`config.mk`:
```
export PLATFORM = sky130hd
export DESIGN_NAME = volumen_uart_tx_flat
export DESIGN_NICKNAME = d
export VERILOG_FILES = /design/src/rtl/volumen_uart_tx_if.sv /design/src/rtl/volumen_uart_tx.sv /design/src/flat_wrapper.sv
export SDC_FILE = /design/constraint.sdc
export NUM_CORES = 1
export LEC_CHECK = 0
export ABC_CLOCK_PERIOD_IN_PS = 4550
export CAP_MARGIN = 40
export CORE_MARGIN = 4
export CORE_UTILIZATION = 60
export CTS_CLUSTER_SIZE = 8
export DETAILED_ROUTE_END_ITERATION = 8
export DONT_BUFFER_PORTS = 1
export PLACE_DENSITY = 0.76
export SYNTH_ARGS = -nofsm -noshare
export SYNTH_HDL_FRONTEND = slang
export SYNTH_SLANG_ARGS = --single-unit
```
`constraint.sdc`:
```
create_clock -name clk -period 4.55 [get_ports clk]
set_clock_uncertainty 0.2 [all_clocks]
set_input_delay 1.1375 -clock clk [delete_from_list [all_inputs] [get_ports clk]]
set_output_delay 1.1375 -clock clk [all_outputs]
set_load 0.005 [all_outputs]
```
`src/rtl/volumen_uart_tx_if.sv`:
```
// Request/data/status bundle between the volume summer side and the UART frame transmitter.
// The master drives the request and payload; the slave (transmitter) drives the line and status.
interface volumen_uart_tx_if;
  logic        ce;
  logic        send;
  logic [13:0] volumen;
  logic [1:0]  state_machine;
  logic        tx;
  logic        busy;
  logic        done;

  modport master (
    output ce, send, volumen, state_machine,
    input  tx, busy, done
  );

  modport slave (
    input  ce, send, volumen, state_machine,
    output tx, busy, done
  );
endinterface

```
`src/rtl/volumen_uart_tx.sv`:
```
// Sends the 14-bit volume and 2-bit state code as a 4-byte 8N1 UART frame:
// header, {state, vol[13:8]}, vol[7:0], XOR checksum of the first three bytes.
module volumen_uart_tx #(
  parameter int         CLKS_PER_BIT = 5208,
  parameter logic [7:0] HEADER       = 8'hA5
) (
  input  logic           clk,
  input  logic           rst_n,
  volumen_uart_tx_if.slave bus
);

  localparam int                  TIMER_W    = $clog2(CLKS_PER_BIT);
  localparam logic [TIMER_W-1:0]  TIMER_LAST = TIMER_W'(CLKS_PER_BIT - 1);

  typedef enum logic [1:0] {IDLE, START, DATA, STOP} state_t;

  state_t             state, state_next;
  logic [TIMER_W-1:0] timer, timer_next;
  logic [2:0]         bit_idx, bit_idx_next;
  logic [1:0]         byte_idx, byte_idx_next;
  logic [13:0]        vol_q, vol_next;
  logic [1:0]         sm_q, sm_next;
  logic               tx_q, tx_next;
  logic               busy_q, busy_next;
  logic               done_q, done_next;
  logic [7:0]         byte1, byte2, cur_byte;
  logic               bit_end;

  assign byte1   = {sm_q, vol_q[13:8]};
  assign byte2   = vol_q[7:0];
  assign bit_end = (timer == TIMER_LAST);

  always_comb begin
    unique case (byte_idx)
      2'd0:    cur_byte = HEADER;
      2'd1:    cur_byte = byte1;
      2'd2:    cur_byte = byte2;
      default: cur_byte = HEADER ^ byte1 ^ byte2;
    endcase
  end

  // Clock enable gates every register, so a frozen enable stretches the current bit.
  always_ff @(posedge clk or negedge rst_n) begin
    if (!rst_n) begin
      state    <= IDLE;
      timer    <= '0;
      bit_idx  <= '0;
      byte_idx <= '0;
      vol_q    <= '0;
      sm_q     <= '0;
      tx_q     <= 1'b1;
      busy_q   <= 1'b0;
      done_q   <= 1'b0;
    end else if (bus.ce) begin
      state    <= state_next;
      timer    <= timer_next;
      bit_idx  <= bit_idx_next;
      byte_idx <= byte_idx_next;
      vol_q    <= vol_next;
      sm_q     <= sm_next;
      tx_q     <= tx_next;
      busy_q   <= busy_next;
      done_q   <= done_next;
    end
  end

  always_comb begin
    state_next    = state;
    timer_next    = timer;
    bit_idx_next  = bit_idx;
    byte_idx_next = byte_idx;
    vol_next      = vol_q;
    sm_next       = sm_q;
    tx_next       = tx_q;
    busy_next     = busy_q;
    done_next     = 1'b0;

    unique case (state)
      IDLE: begin
        tx_next   = 1'b1;
        busy_next = 1'b0;
        if (bus.send) begin
          vol_next      = bus.volumen;
          sm_next       = bus.state_machine;
          state_next    = START;
          timer_next    = '0;
          bit_idx_next  = '0;
          byte_idx_next = '0;
          tx_next       = 1'b0;
          busy_next     = 1'b1;
        end
      end
      START: begin
        if (bit_end) begin
          timer_next   = '0;
          bit_idx_next = '0;
          state_next   = DATA;
          tx_next      = cur_byte[0];
        end else begin
          timer_next = timer + TIMER_W'(1);
        end
      end
      DATA: begin
        if (bit_end) begin
          timer_next = '0;
          if (bit_idx == 3'd7) begin
            state_next = STOP;
            tx_next    = 1'b1;
          end else begin
            bit_idx_next = bit_idx + 3'd1;
            tx_next      = cur_byte[3'(bit_idx + 3'd1)];
          end
        end else begin
          timer_next = timer + TIMER_W'(1);
        end
      end
      default: begin
        if (bit_end) begin
          timer_next = '0;
          if (byte_idx == 2'd3) begin
            state_next = IDLE;
            tx_next    = 1'b1;
            busy_next  = 1'b0;
            done_next  = 1'b1;
          end else begin
            byte_idx_next = byte_idx + 2'd1;
            state_next    = START;
            tx_next       = 1'b0;
          end
        end else begin
          timer_next = timer + TIMER_W'(1);
        end
      end
    endcase
  end

  assign bus.tx   = tx_q;
  assign bus.busy = busy_q;
  assign bus.done = done_q;

endmodule

```
`src/flat_wrapper.sv`:
```
// flat-port wrapper written by rule: the top's interface ports become plain ports
module volumen_uart_tx_flat 
#(
  parameter int         CLKS_PER_BIT = 5208,
  parameter logic [7:0] HEADER       = 8'hA5
)
  (clk, rst_n, bus_ce, bus_send, bus_volumen, bus_state_machine, bus_tx, bus_busy, bus_done);
  volumen_uart_tx_if bus_i ();
  input  logic clk;
  input  logic rst_n;
  input wire logic [$bits(bus_i.ce)-1:0] bus_ce;
  input wire logic [$bits(bus_i.send)-1:0] bus_send;
  input wire logic [$bits(bus_i.volumen)-1:0] bus_volumen;
  input wire logic [$bits(bus_i.state_machine)-1:0] bus_state_machine;
  output wire logic [$bits(bus_i.tx)-1:0] bus_tx;
  output wire logic [$bits(bus_i.busy)-1:0] bus_busy;
  output wire logic [$bits(bus_i.done)-1:0] bus_done;
  assign bus_i.ce = bus_ce;
  assign bus_i.send = bus_send;
  assign bus_i.volumen = bus_volumen;
  assign bus_i.state_machine = bus_state_machine;
  assign bus_tx = bus_i.tx;
  assign bus_busy = bus_i.busy;
  assign bus_done = bus_i.done;
  volumen_uart_tx #(.CLKS_PER_BIT(CLKS_PER_BIT), .HEADER(HEADER)) u_core (.clk(clk), .rst_n(rst_n), .bus(bus_i));
endmodule
```
==> results of run 1 <==
critical path: stages, from the launching register on:
cell      delay [ps]
dfrtp_1          400
ha_1             210
or4bb_1          550
nor4_1           200
o21a_1           390
a21boi_2         280
mux2_1           340
per-layer routing:
layer,GRT usage (%),wire (µm)
met1,27.0,2040
met2,30.0,2100
met3,4.35,217
met4,4.47,27
met5,0,0
cell usage in the layout (no fill, tap or decap), types with 2 or more instances in the layout:
cell,count
nand3b_1,2
o21ai_0,2
xnor2_1,5
mux2_2,17
xor2_1,11
a22o_1,2
mux2_1,2
nand3_1,6
ha_1,11
nand2b_1,3
a22oi_1,8
nor4_1,2
clkbuf_8,5
o21a_1,2
nor3_1,4
or2_2,2
o2bb2ai_1,3
o211ai_1,2
mux2i_1,6
nand2_1,11
nor2_1,14
a221oi_1,3
nand4_1,5
a211oi_1,3
a21oi_1,4
bufinv_16,2
dfrtp_1,38
nor3b_1,2
and2_1,2
inv_1,15
nor2b_1,4
power by group:
group	leakage [nW]	internal (W)	switching (W)
combinational	0.546	0.0000321	0.0000303
clock	0.0644	0.000219	0.000122
sequential	0.505	0.000371	0.0000355
flip-flops by register name, indices dropped and copies added (netlist names):
register         flops
u_core.timer        13
u_core.bus.done      1
u_core.sm_q          2
u_core.byte_idx      2
u_core.state         2
u_core.vol_q        14
u_core.bus.tx        1
u_core.bit_idx       3
u_core.bus.busy      1
path summary, 6_finish.rpt:
check                                              startpoint                       endpoint  slack, ps  depth (start not counted)
worst min register to register  u_core.bit_idx[2]$_DFFE_PN0P_  u_core.bit_idx[2]$_DFFE_PN0P_        330                          2
worst min-delay path                                    rst_n  u_core.bit_idx[0]$_DFFE_PN0P_        330                          0
min in group clk                u_core.bit_idx[2]$_DFFE_PN0P_  u_core.bit_idx[2]$_DFFE_PN0P_        330                          2
max in group asynchronous                               rst_n      u_core.bus.tx$_DFFE_PN1P_       3650                          0
worst max register to register    u_core.timer[1]$_DFFE_PN0P_    u_core.state[0]$_DFFE_PN0P_       1870                          6
worst max-delay path              u_core.timer[1]$_DFFE_PN0P_    u_core.state[0]$_DFFE_PN0P_       1870                          6
through the flow:
step	area [µm²]	hold slack (ps)	power, W	util (%)	setup slack [ps]
floorplan	2290	279	0.000456	-	1990
global placement	2310	298	0.000468	63.2	1980
detailed placement	2310	325	0.000473	63.2	1930
CTS	2450	326	0.000813	66.9	1910
global route	2450	309	0.000845	66.9	1750
finish	2450	332	0.000809	66.9	1870
Yosys cell counts, drive strengths merged (6+ instances only):
library cell / number / area share [%]
nand2: 11 / 1.8
inv: 15 / 2.5
clkbuf: 8 / 1.3
a22oi: 8 / 2.6
ha: 11 / 6.0
nand3: 6 / 1.3
dfrtp: 38 / 42
nor2: 14 / 2.3
mux2: 19 / 9.3
mux2i: 6 / 2.6
xor2: 11 / 4.2
final cells by class:
class	count	area (µm²)	share of cell area [%]
Clock buffer	5	68.8	2.81
Clock inverter	3	67.6	2.76
Inverter	15	56.3	2.30
Multi-Input combinational cell	155	1220	49.8
Sequential cell	39	977	39.9
Tap cell	48	60.1	2.45
logic make-up (layout without fill, tap and decap cells):
kind of cell,after synthesis,count (layout),share of synthesized area [%]
flip-flops,39,39,42.7
multiplexers,25,25,12.0
adder cells (fa/ha/maj),11,11,6.01
buffers and inverters,24,23,4.10
XOR/XNOR,16,16,6.12
AND/OR/NAND/NOR,63,63,15.3
AO/OA/AOI/OAI,40,40,13.8
==> run summary, run 1 <==
clock root buffer -> clkbuf_8
CTS tree -> done
ANT cells -> 0
total number of vias -> 1614
prevailing post-synth register cell -> dfrtp_1
Synth warnings -> 0
Final Cycle Share -> 58.9%
setup bufs post-CTS -> 0
Max Buffers Root-to-Sink -> 2
post-route setup TNS -> 0 ps
CP Launch Type -> flop
post-CTS sizing -> 0
ANT nets after route -> 0
max frequency -> 373 MHz
# rows -> 22
Avg Cell Area, Syn -> 10.5 µm²
CORE AREA -> 0.00366 mm²
post-synthesis sequential area ratio -> 42.7%
Worst Path Arrival -> 2650 ps
RSZ-0062 raised after global routing -> no
DR DRC count -> 0
Peak VDD IR -> 0.232 mV
I/O pins -> 23
Clock Latency Late Sink -> 290 ps
status -> finished, final reports clean
Total Nets Final -> 247
Async SR Flop Fraction -> 100%
clock sink total -> 39
layout cells sized above 1 -> 15.2%
gr usage total -> 19.1%
largest net degree at the start of global routing -> 40
Die H -> 69.8 µm
number of global-route vias before repair -> 1579
Post-Synthesis Cells -> 218
relative slew slack -> 52.1%
Critical Path End Type -> flop
worst slew pin tran -> 718 ps
Finished Layout Cells -> 265
WL per Instance -> 16.5 µm
Post-Synthesis Cell Area -> 0.00229 mm²
final setup vio count -> 0
die width -> 69.8 µm
crit-path max FO -> 10
Final Max Tran Viols -> 0
First DRT Iteration DRCs -> 138
DR pass1 iterations -> 4
Post-Route WL -> 4380 µm
die area -> 0.00487 mm²
Hold Buf Count CTS -> 0
fillers -> 291
Initial Util -> 62.5%
leakage -> 1.12 nW
Yosys cell types -> 49
syn_nets -> 249
GRT overflow -> 0
number of synthesized flops with an enable pin -> 0
htree depth -> 2
required time of the critical path -> 4520 ps
placed cell count -> 257
port bufs -> 0
Layout area overhead -> 6.94%
power density cells -> 331 mW/mm²
Placer Congestion -> 0.840
Yosys reg bits -> 39
total CTS buffers -> 5
max_cap viols -> 0
Post-DP HPWL -> 3320 µm
clock slew at reported path FFs -> 80 ps
first-pass GRT wire length -> 7550 µm
fin crit period -> 2680 ps
Worst Path Class, Setup -> flop to flop
initial antenna violation count -> 0
routed vias/inst -> 6.09
Hold Vio Cnt, Final -> 0
hold crit path type -> input port to asynchronous set/reset pin
Power figures use the tool's default switching activity.
==> run 2, diff against run 1 <==
Settings changed: ABC_CLOCK_PERIOD_IN_PS 4550 to 2200, CORE_UTILIZATION 60 to 57, PLACE_DENSITY 0.76 to 0.75.
Clock period 4.55 ns to 2.2 ns, I/O delays scaled along.
==> run summary, run 2 (same netlist as run 1, synthesis figures left out) <==
failing checks -> negative setup slack
post-route setup TNS -> -712 ps (-712 ps)
Post-DP HPWL -> 3690 µm (+11%)
Peak VDD IR -> 0.445 mV (+91%)
Die H -> 71.4 µm (+2.3%)
CP Buf/Inv Count -> 1 (+1)
Net Sw Frac -> 24.2% (+1.0 points)
DR pass1 iterations -> 4 (unchanged)
Placer Congestion -> 0.947 (+13%)
combinational power share -> 15.7% (+8.0 points)
Worst Path Arrival -> 2340 ps (-310 ps)
clock sink total -> 39 (unchanged)
routed vias/inst -> 5.89 (-3.3%)
Clk pwr share -> 36.4% (-5.6 points)
layout cells sized above 1 -> 31.9% (+17 points)
Critical Path End Type -> flop
# rows -> 22 (unchanged)
max frequency -> 425 MHz (+14%)
Post-Route WL -> 5130 µm (+17%)
initial antenna violation count -> 0 (unchanged)
Reg2Reg Depth -> 7 (+1)
clock slew at reported path FFs -> 80 ps (about the same)
Worst path slowest cell -> or4bb_4
CP Launch Type -> flop
Hold Vio Cnt, Final -> 0 (unchanged)
worst hold path depth -> 1
I/O pins -> 23 (unchanged)
placed cell count -> 285 (+11%)
final setup vio count -> 8 (+8)
RSZ-0062 raised after global routing -> yes
Final WS setup -> -155 ps (-2020 ps)
most common cell after layout, fill and taps aside -> dfrtp_1
die area -> 0.00510 mm² (+4.7%)
worst reg2reg setup slack -> -150 ps (-2020 ps)
FF-to-FF Start -> u_core.timer[0]$_DFFE_PN0P_
ANT cells -> 0 (unchanged)
hold path start -> bus_ce
crit-path cells -> ha_2 -> or4bb_4 -> nor3_4 -> o21bai_4 -> buf_4 -> a21boi_4 -> mux2_4
fin crit period -> 2350 ps (-325 ps)
area of the multi-input gates -> 0.00129 mm² (+6.0%)
Worst Path Class, Setup -> flop to flop
total CTS buffers -> 5 (unchanged)
die width -> 71.4 µm (+2.3%)
CP top delay family -> simple AND/OR/NAND/NOR gates
number of global-route vias before repair -> 1849 (+17%)
clock root buffer -> clkbuf_8
Flop pwr share -> 47.9% (-2.4 points)
total number of vias -> 1761 (+9.1%)
Final Cycle Share -> 107% (+48 points)
First DRT Iteration DRCs -> 131 (-5.1%)
hold-critical path endpoint -> u_core.bus.done$_DFFE_PN0P_
status -> finished, violations left
crit-path max FO -> 4 (-6)
worst slew pin tran -> 436 ps (-282 ps)
worst flop-to-flop path endpoint -> u_core.state[0]$_DFFE_PN0P_
Final Max Tran Viols -> 0 (unchanged)
ANT nets after route -> 0 (unchanged)
Internal Dissipation -> 0.00128 W (+110%)
register area -> 978 µm² (+0.13%)
leakage -> 1.30 nW (+17%)
Clock Latency Late Sink -> 290 ps (about the same)
required time of the critical path -> 2180 ps (-2340 ps)
port bufs -> 0 (unchanged)
DR DRC count -> 0 (unchanged)
hold crit path type -> input port to flop
biggest regs -> u_core.vol_q (14), u_core.timer (13), u_core.bit_idx (3)
CP max stage delay -> 480 ps (-70 ps)
relative slew slack -> 70.8% (+19 points)
NetSw -> 0.000408 W (+120%)
CTS tree -> done
Total Nets Final -> 281 (+14%)
Initial Util -> 60.7% (-1.8 points)
most frequent cells in the layout -> dfrtp_1 (37), buf_4 (30), mux2_2 (17)
max_cap viols -> 0 (unchanged)
largest net degree at the start of global routing -> 40 (unchanged)
htree depth -> 2 (unchanged)
fillers -> 260 (-11%)
GRT overflow -> 0 (unchanged)
Hold Slack -> 164 ps (-169 ps)
first-pass GRT wire length -> 8830 µm (+17%)
WL per Instance -> 17.2 µm (+3.8%)
CORE AREA -> 0.00377 mm² (+3.0%)
Max Buffers Root-to-Sink -> 2 (unchanged)
power density cells -> 605 mW/mm² (+83%)
max reg flops -> 14 (unchanged)
Top reg by flops -> u_core.vol_q
Finished Layout Cells -> 299 (+13%)
gr usage total -> 22.0% (+2.9 points)
Layout area overhead -> 21.9%
run 2: final cells by class:
class / count / area share [%]
Multi-Input combinational cell: 155 / 46.3
Timing Repair Buffer: 34 / 10.3
Inverter: 15 / 2.02
Clock inverter: 2 / 1.26
Sequential cell: 39 / 35.1
Clock buffer: 6 / 2.96
Tap cell: 48 / 2.15
run 2: layer usage:
metal | share of wire (%) | wire length, µm | GRT usage (%)
met2 | 48 | 2460 | 34.2
met3 | 3.7 | 188 | 5.89
met1 | 47 | 2390 | 29.7
met4 | 1.9 | 97 | 7.52
met5 | 0 | 0 | 0
run 2: worst reg2reg max path: cells and delay by family, from the launching register on:
family	cells	cell delay [ps]
DFF	1	360
and+or+nand+nor	2	760
AOI/OAI and AO/OA	2	280
buffers and inverters	1	160
adders and majority gates	1	180
muxes	1	310
run 2: power by group through the flow:
stage	Sequential (W)	Combinational [W]	Clock, W
after global routing	0.000814	0.000296	0.000663
after detailed placement	0.000822	0.000219	0
after global placement	0.000816	0.000212	0
after CTS	0.000806	0.000256	0.000623
final	0.000808	0.000264	0.000615
after floorplan	0.000833	0.000115	0
run 2: worst max path at each step:
stage                                startpoint                            end  cells after the start
global placement    u_core.timer[1]$_DFFE_PN0P_    u_core.state[0]$_DFFE_PN0P_                      7
CTS                 u_core.timer[0]$_DFFE_PN0P_  u_core.bit_idx[2]$_DFFE_PN0P_                      7
finish              u_core.timer[0]$_DFFE_PN0P_    u_core.state[0]$_DFFE_PN0P_                      7
floorplan           u_core.timer[0]$_DFFE_PN0P_  u_core.bit_idx[0]$_DFFE_PN0P_                      6
global route        u_core.timer[0]$_DFFE_PN0P_    u_core.state[0]$_DFFE_PN0P_                      7
detailed placement  u_core.timer[1]$_DFFE_PN0P_  u_core.bit_idx[2]$_DFFE_PN0P_                      7
run 2: timing repair:
item,in CTS,in global routing
pin swaps,4,7
buffers inserted,2,2
setup endpoints to repair,10,14
hold buffers,2,0
hold endpoints to repair,39,0
resized for setup,1,13
run 2: through the flow:
step                util [%]  instance area [µm²]  worst slack [ps]  total power [W]
global placement        67.6                 2550             -65.6          0.00103
CTS                     72.1                 2720             -96.3          0.00169
detailed placement      67.6                 2550              -154          0.00104
floorplan                  -                 2300              -197         0.000948
finish                  74.0                 2790              -155          0.00169
global route            74.0                 2790              -275          0.00177
==> run 3, diff against run 2 <==
Settings changed: ABC_AREA from default to 1.
==> run summary, run 3 <==
Max Buffers Root-to-Sink -> 2 (unchanged)
Placer Congestion -> 0.844 (-11%)
Final WS setup -> 165 ps (+320 ps)
largest net degree at the start of global routing -> 40 (unchanged)
Async SR Flop Fraction -> 100% (unchanged)
total CTS buffers -> 5 (unchanged)
max_cap viols -> 0 (unchanged)
leakage -> 1.28 nW (-1.9%)
post-route setup TNS -> 0 ps (+712 ps)
port bufs -> 0 (unchanged)
register area -> 977 µm² (-0.13%)
Die H -> 71.6 µm (+0.27%)
total number of vias -> 1901 (+8.0%)
most frequent cells in the layout -> nand2_1 (69), inv_1 (52), nand3_1 (39)
status -> finished, final reports clean
Post-Synthesis Cells -> 308 (+41%)
crit-path max FO -> 6 (+2)
pre-CTS setup slack -> 51.9 ps (+205 ps)
worst slew pin tran -> 309 ps (-127 ps)
htree depth -> 2 (unchanged)
# rows -> 22 (unchanged)
first-pass GRT wire length -> 7990 µm (-9.5%)
Hold Slack -> 173 ps (+9.58 ps)
Reg2Reg Depth -> 10 (+3)
GRT overflow -> 0 (unchanged)
top post-synthesis cells by count -> nand2_1 (70), inv_1 (52), nand3_1 (39)
gr usage total -> 19.4% (-2.6 points)
fin crit period -> 2030 ps (-320 ps)
prevailing post-synth register cell -> dfrtp_1
ANT cells -> 0 (unchanged)
CP Launch Type -> flop
Total Nets Final -> 350 (+25%)
Final Max Tran Viols -> 0 (unchanged)
layout cells sized above 1 -> 10.9% (-21 points)
Top reg by flops -> u_core.vol_q
power density cells -> 1160 mW/mm² (+92%)
relative slew slack -> 79.2% (+8.5 points)
CTS tree -> done
ANT nets after route -> 0 (unchanged)
Critical Path End Type -> flop
Yosys reg bits -> 39 (unchanged)
max reg flops -> 14 (unchanged)
I/O pins -> 23 (unchanged)
Clock Latency Late Sink -> 290 ps (about the same)
post-synth top area cell -> dfrtp_1
Synth warnings -> 0 (unchanged)
WL per Instance -> 12.1 µm (-29%)
number of global-route vias before repair -> 1855 (+0.32%)
Worst Path Arrival -> 2010 ps (-330 ps)
Crit. Startpoint -> u_core.timer[1]$_DFFE_PN0P_
Yosys cell types -> 29 (-41%)
DR DRC count -> 0 (unchanged)
Avg Cell Area, Syn -> 7.48 µm² (-29%)
number of synthesized flops with an enable pin -> 0 (unchanged)
area share of the largest cell type after synthesis -> 41.3% (-0.25 points)
FF-to-FF Start -> u_core.timer[1]$_DFFE_PN0P_
Post-DP HPWL -> 3300 µm (-11%)
Post-Synthesis Cell Area -> 0.00230 mm² (+0.60%)
hold path start -> bus_ce
die area -> 0.00512 mm² (+0.53%)
First DRT Iteration DRCs -> 120 (-8.4%)
Worst Path Class, Setup -> flop to flop
routed vias/inst -> 5.17 (-12%)
worst hold path depth -> 1 (unchanged)
overall power -> 0.00293 W (+74%)
clock root buffer -> clkbuf_8
Hold Vio Cnt, Final -> 0 (unchanged)
CP max stage delay -> 370 ps (-110 ps)
fillers -> 329 (+27%)
CORE AREA -> 0.00377 mm² (unchanged)
final setup vio count -> 0 (-8)
crit-path cells -> ha_1 -> inv_1 -> nor4_1 -> nand3_1 -> nand2_2 -> nand3_2 -> clkinv_2 -> nand3_4 -> nand2_1 -> o21ai_2
clock slew at reported path FFs -> 70 ps (about the same)
count leader, synth -> nand2_1
Post-Route WL -> 4460 µm (-13%)
Final Cycle Share -> 92.5% (-15 points)
most common cell after layout, fill and taps aside -> nand2_1
syn_nets -> 339 (+36%)
hold crit path type -> input port to flop
die width -> 71.6 µm (+0.27%)
Peak VDD IR -> 0.779 mV (+75%)
Layout area overhead -> 9.83%
DR pass1 iterations -> 6 (+2)
post-synthesis sequential area ratio -> 42.4% (-0.25 points)
Worst path slowest cell -> dfrtp_1
required time of the critical path -> 2170 ps (about the same)
Initial Util -> 61.1% (+0.36 points)
Area contributors post-synth -> dfrtp_1 (41%), nand2_1 (11%), nand3_1 (8.5%)
biggest regs -> u_core.vol_q (14), u_core.timer (13), u_core.bit_idx (3)
initial antenna violation count -> 0 (unchanged)
area of the multi-input gates -> 0.00112 mm² (-13%)
max frequency -> 491 MHz (+16%)
clock sink total -> 39 (unchanged)
==> run 3: changes by cell type after synthesis, sizes merged, moves of 6 or more <==
cell,change
a21oi,+23
a22oi,-8
xor2,-11
mux2,-19
inv,+37
mux2i,-6
nand3,+36
nand2,+63
nor2,+13
o21ai,+10
==> run 3: worst paths after layout <==
path / to / slack (ps)
min in group asynchronous: u_core.vol_q[1]$_DFFE_PN0P_ / 520
max reg2reg: u_core.state[0]$_DFFE_PN0P_ / 170
max in group asynchronous: u_core.bus.tx$_DFFE_PN1P_ / 1030
min reg2reg: u_core.bit_idx[2]$_DFFE_PN0P_ / 310
min: u_core.bus.done$_DFFE_PN0P_ / 170
max: u_core.state[0]$_DFFE_PN0P_ / 170
==> run 3: stage by stage <==
step	cell area, µm²	std cells	util [%]
finish	2530	368	67.1
global route	2530	368	67.1
CTS	2480	364	65.8
detailed placement	2370	354	62.9
global placement	2370	354	62.9
floorplan	2300	308	-
==> run 3: layout make-up <==
class / count / share of cell area (%)
multi-input combinational: 210 / 44.3
sequential: 39 / 38.6
inverter: 53 / 7.91
timing repair buffer: 10 / 3.56
clock buffer: 7 / 3.02
tap: 48 / 2.37
clock inverter: 1 / 0.198
==> run 3: kinds of logic after synthesis <==
| logic type | Yosys count | synth area share (%) |
|---|---|---|
| AOI/OAI and AO/OA | 46 | 11.1 |
| DFF | 39 | 42.4 |
| buffers and inverters | 59 | 9.67 |
| and+or+nand+nor | 153 | 30.9 |
| adders and majority gates | 11 | 5.97 |
==> run 3: what timing repair did <==
item                                    4_1_cts  5_1_grt
buffers inserted                              0        4
hold buffers                                  2        0
resized for setup                             0        5
hold endpoints to repair                     39        0
endpoints found under the setup margin        0        4
==> run 3: layer usage <==
metal	wire (µm)	vias up	track usage, %
met5	0	-	0
met4	61	0	5.64
met3	211	7	4.21
met2	1960	44	30.5
met1	2230	844	27.1
li1	-	1006	-
==> run 3: worst max-delay path: cells and delay by family, from the launching register on <==
kind / cells / cell delay, ps
fa+ha+maj: 1 / 150
flops: 1 / 370
simple gates: 6 / 960
compound gates: 1 / 50
buf+inv: 2 / 200
==> run 3: report_power, final <==
part	leakage [nW]	internal, W	switching (W)	total (W)
registers	0.479	0.000955	0.000186	0.00114
clock network	0.0422	0.000222	0.000236	0.000458
logic	0.756	0.000511	0.000822	0.00133
total	1.28	0.00169	0.00124	0.00293
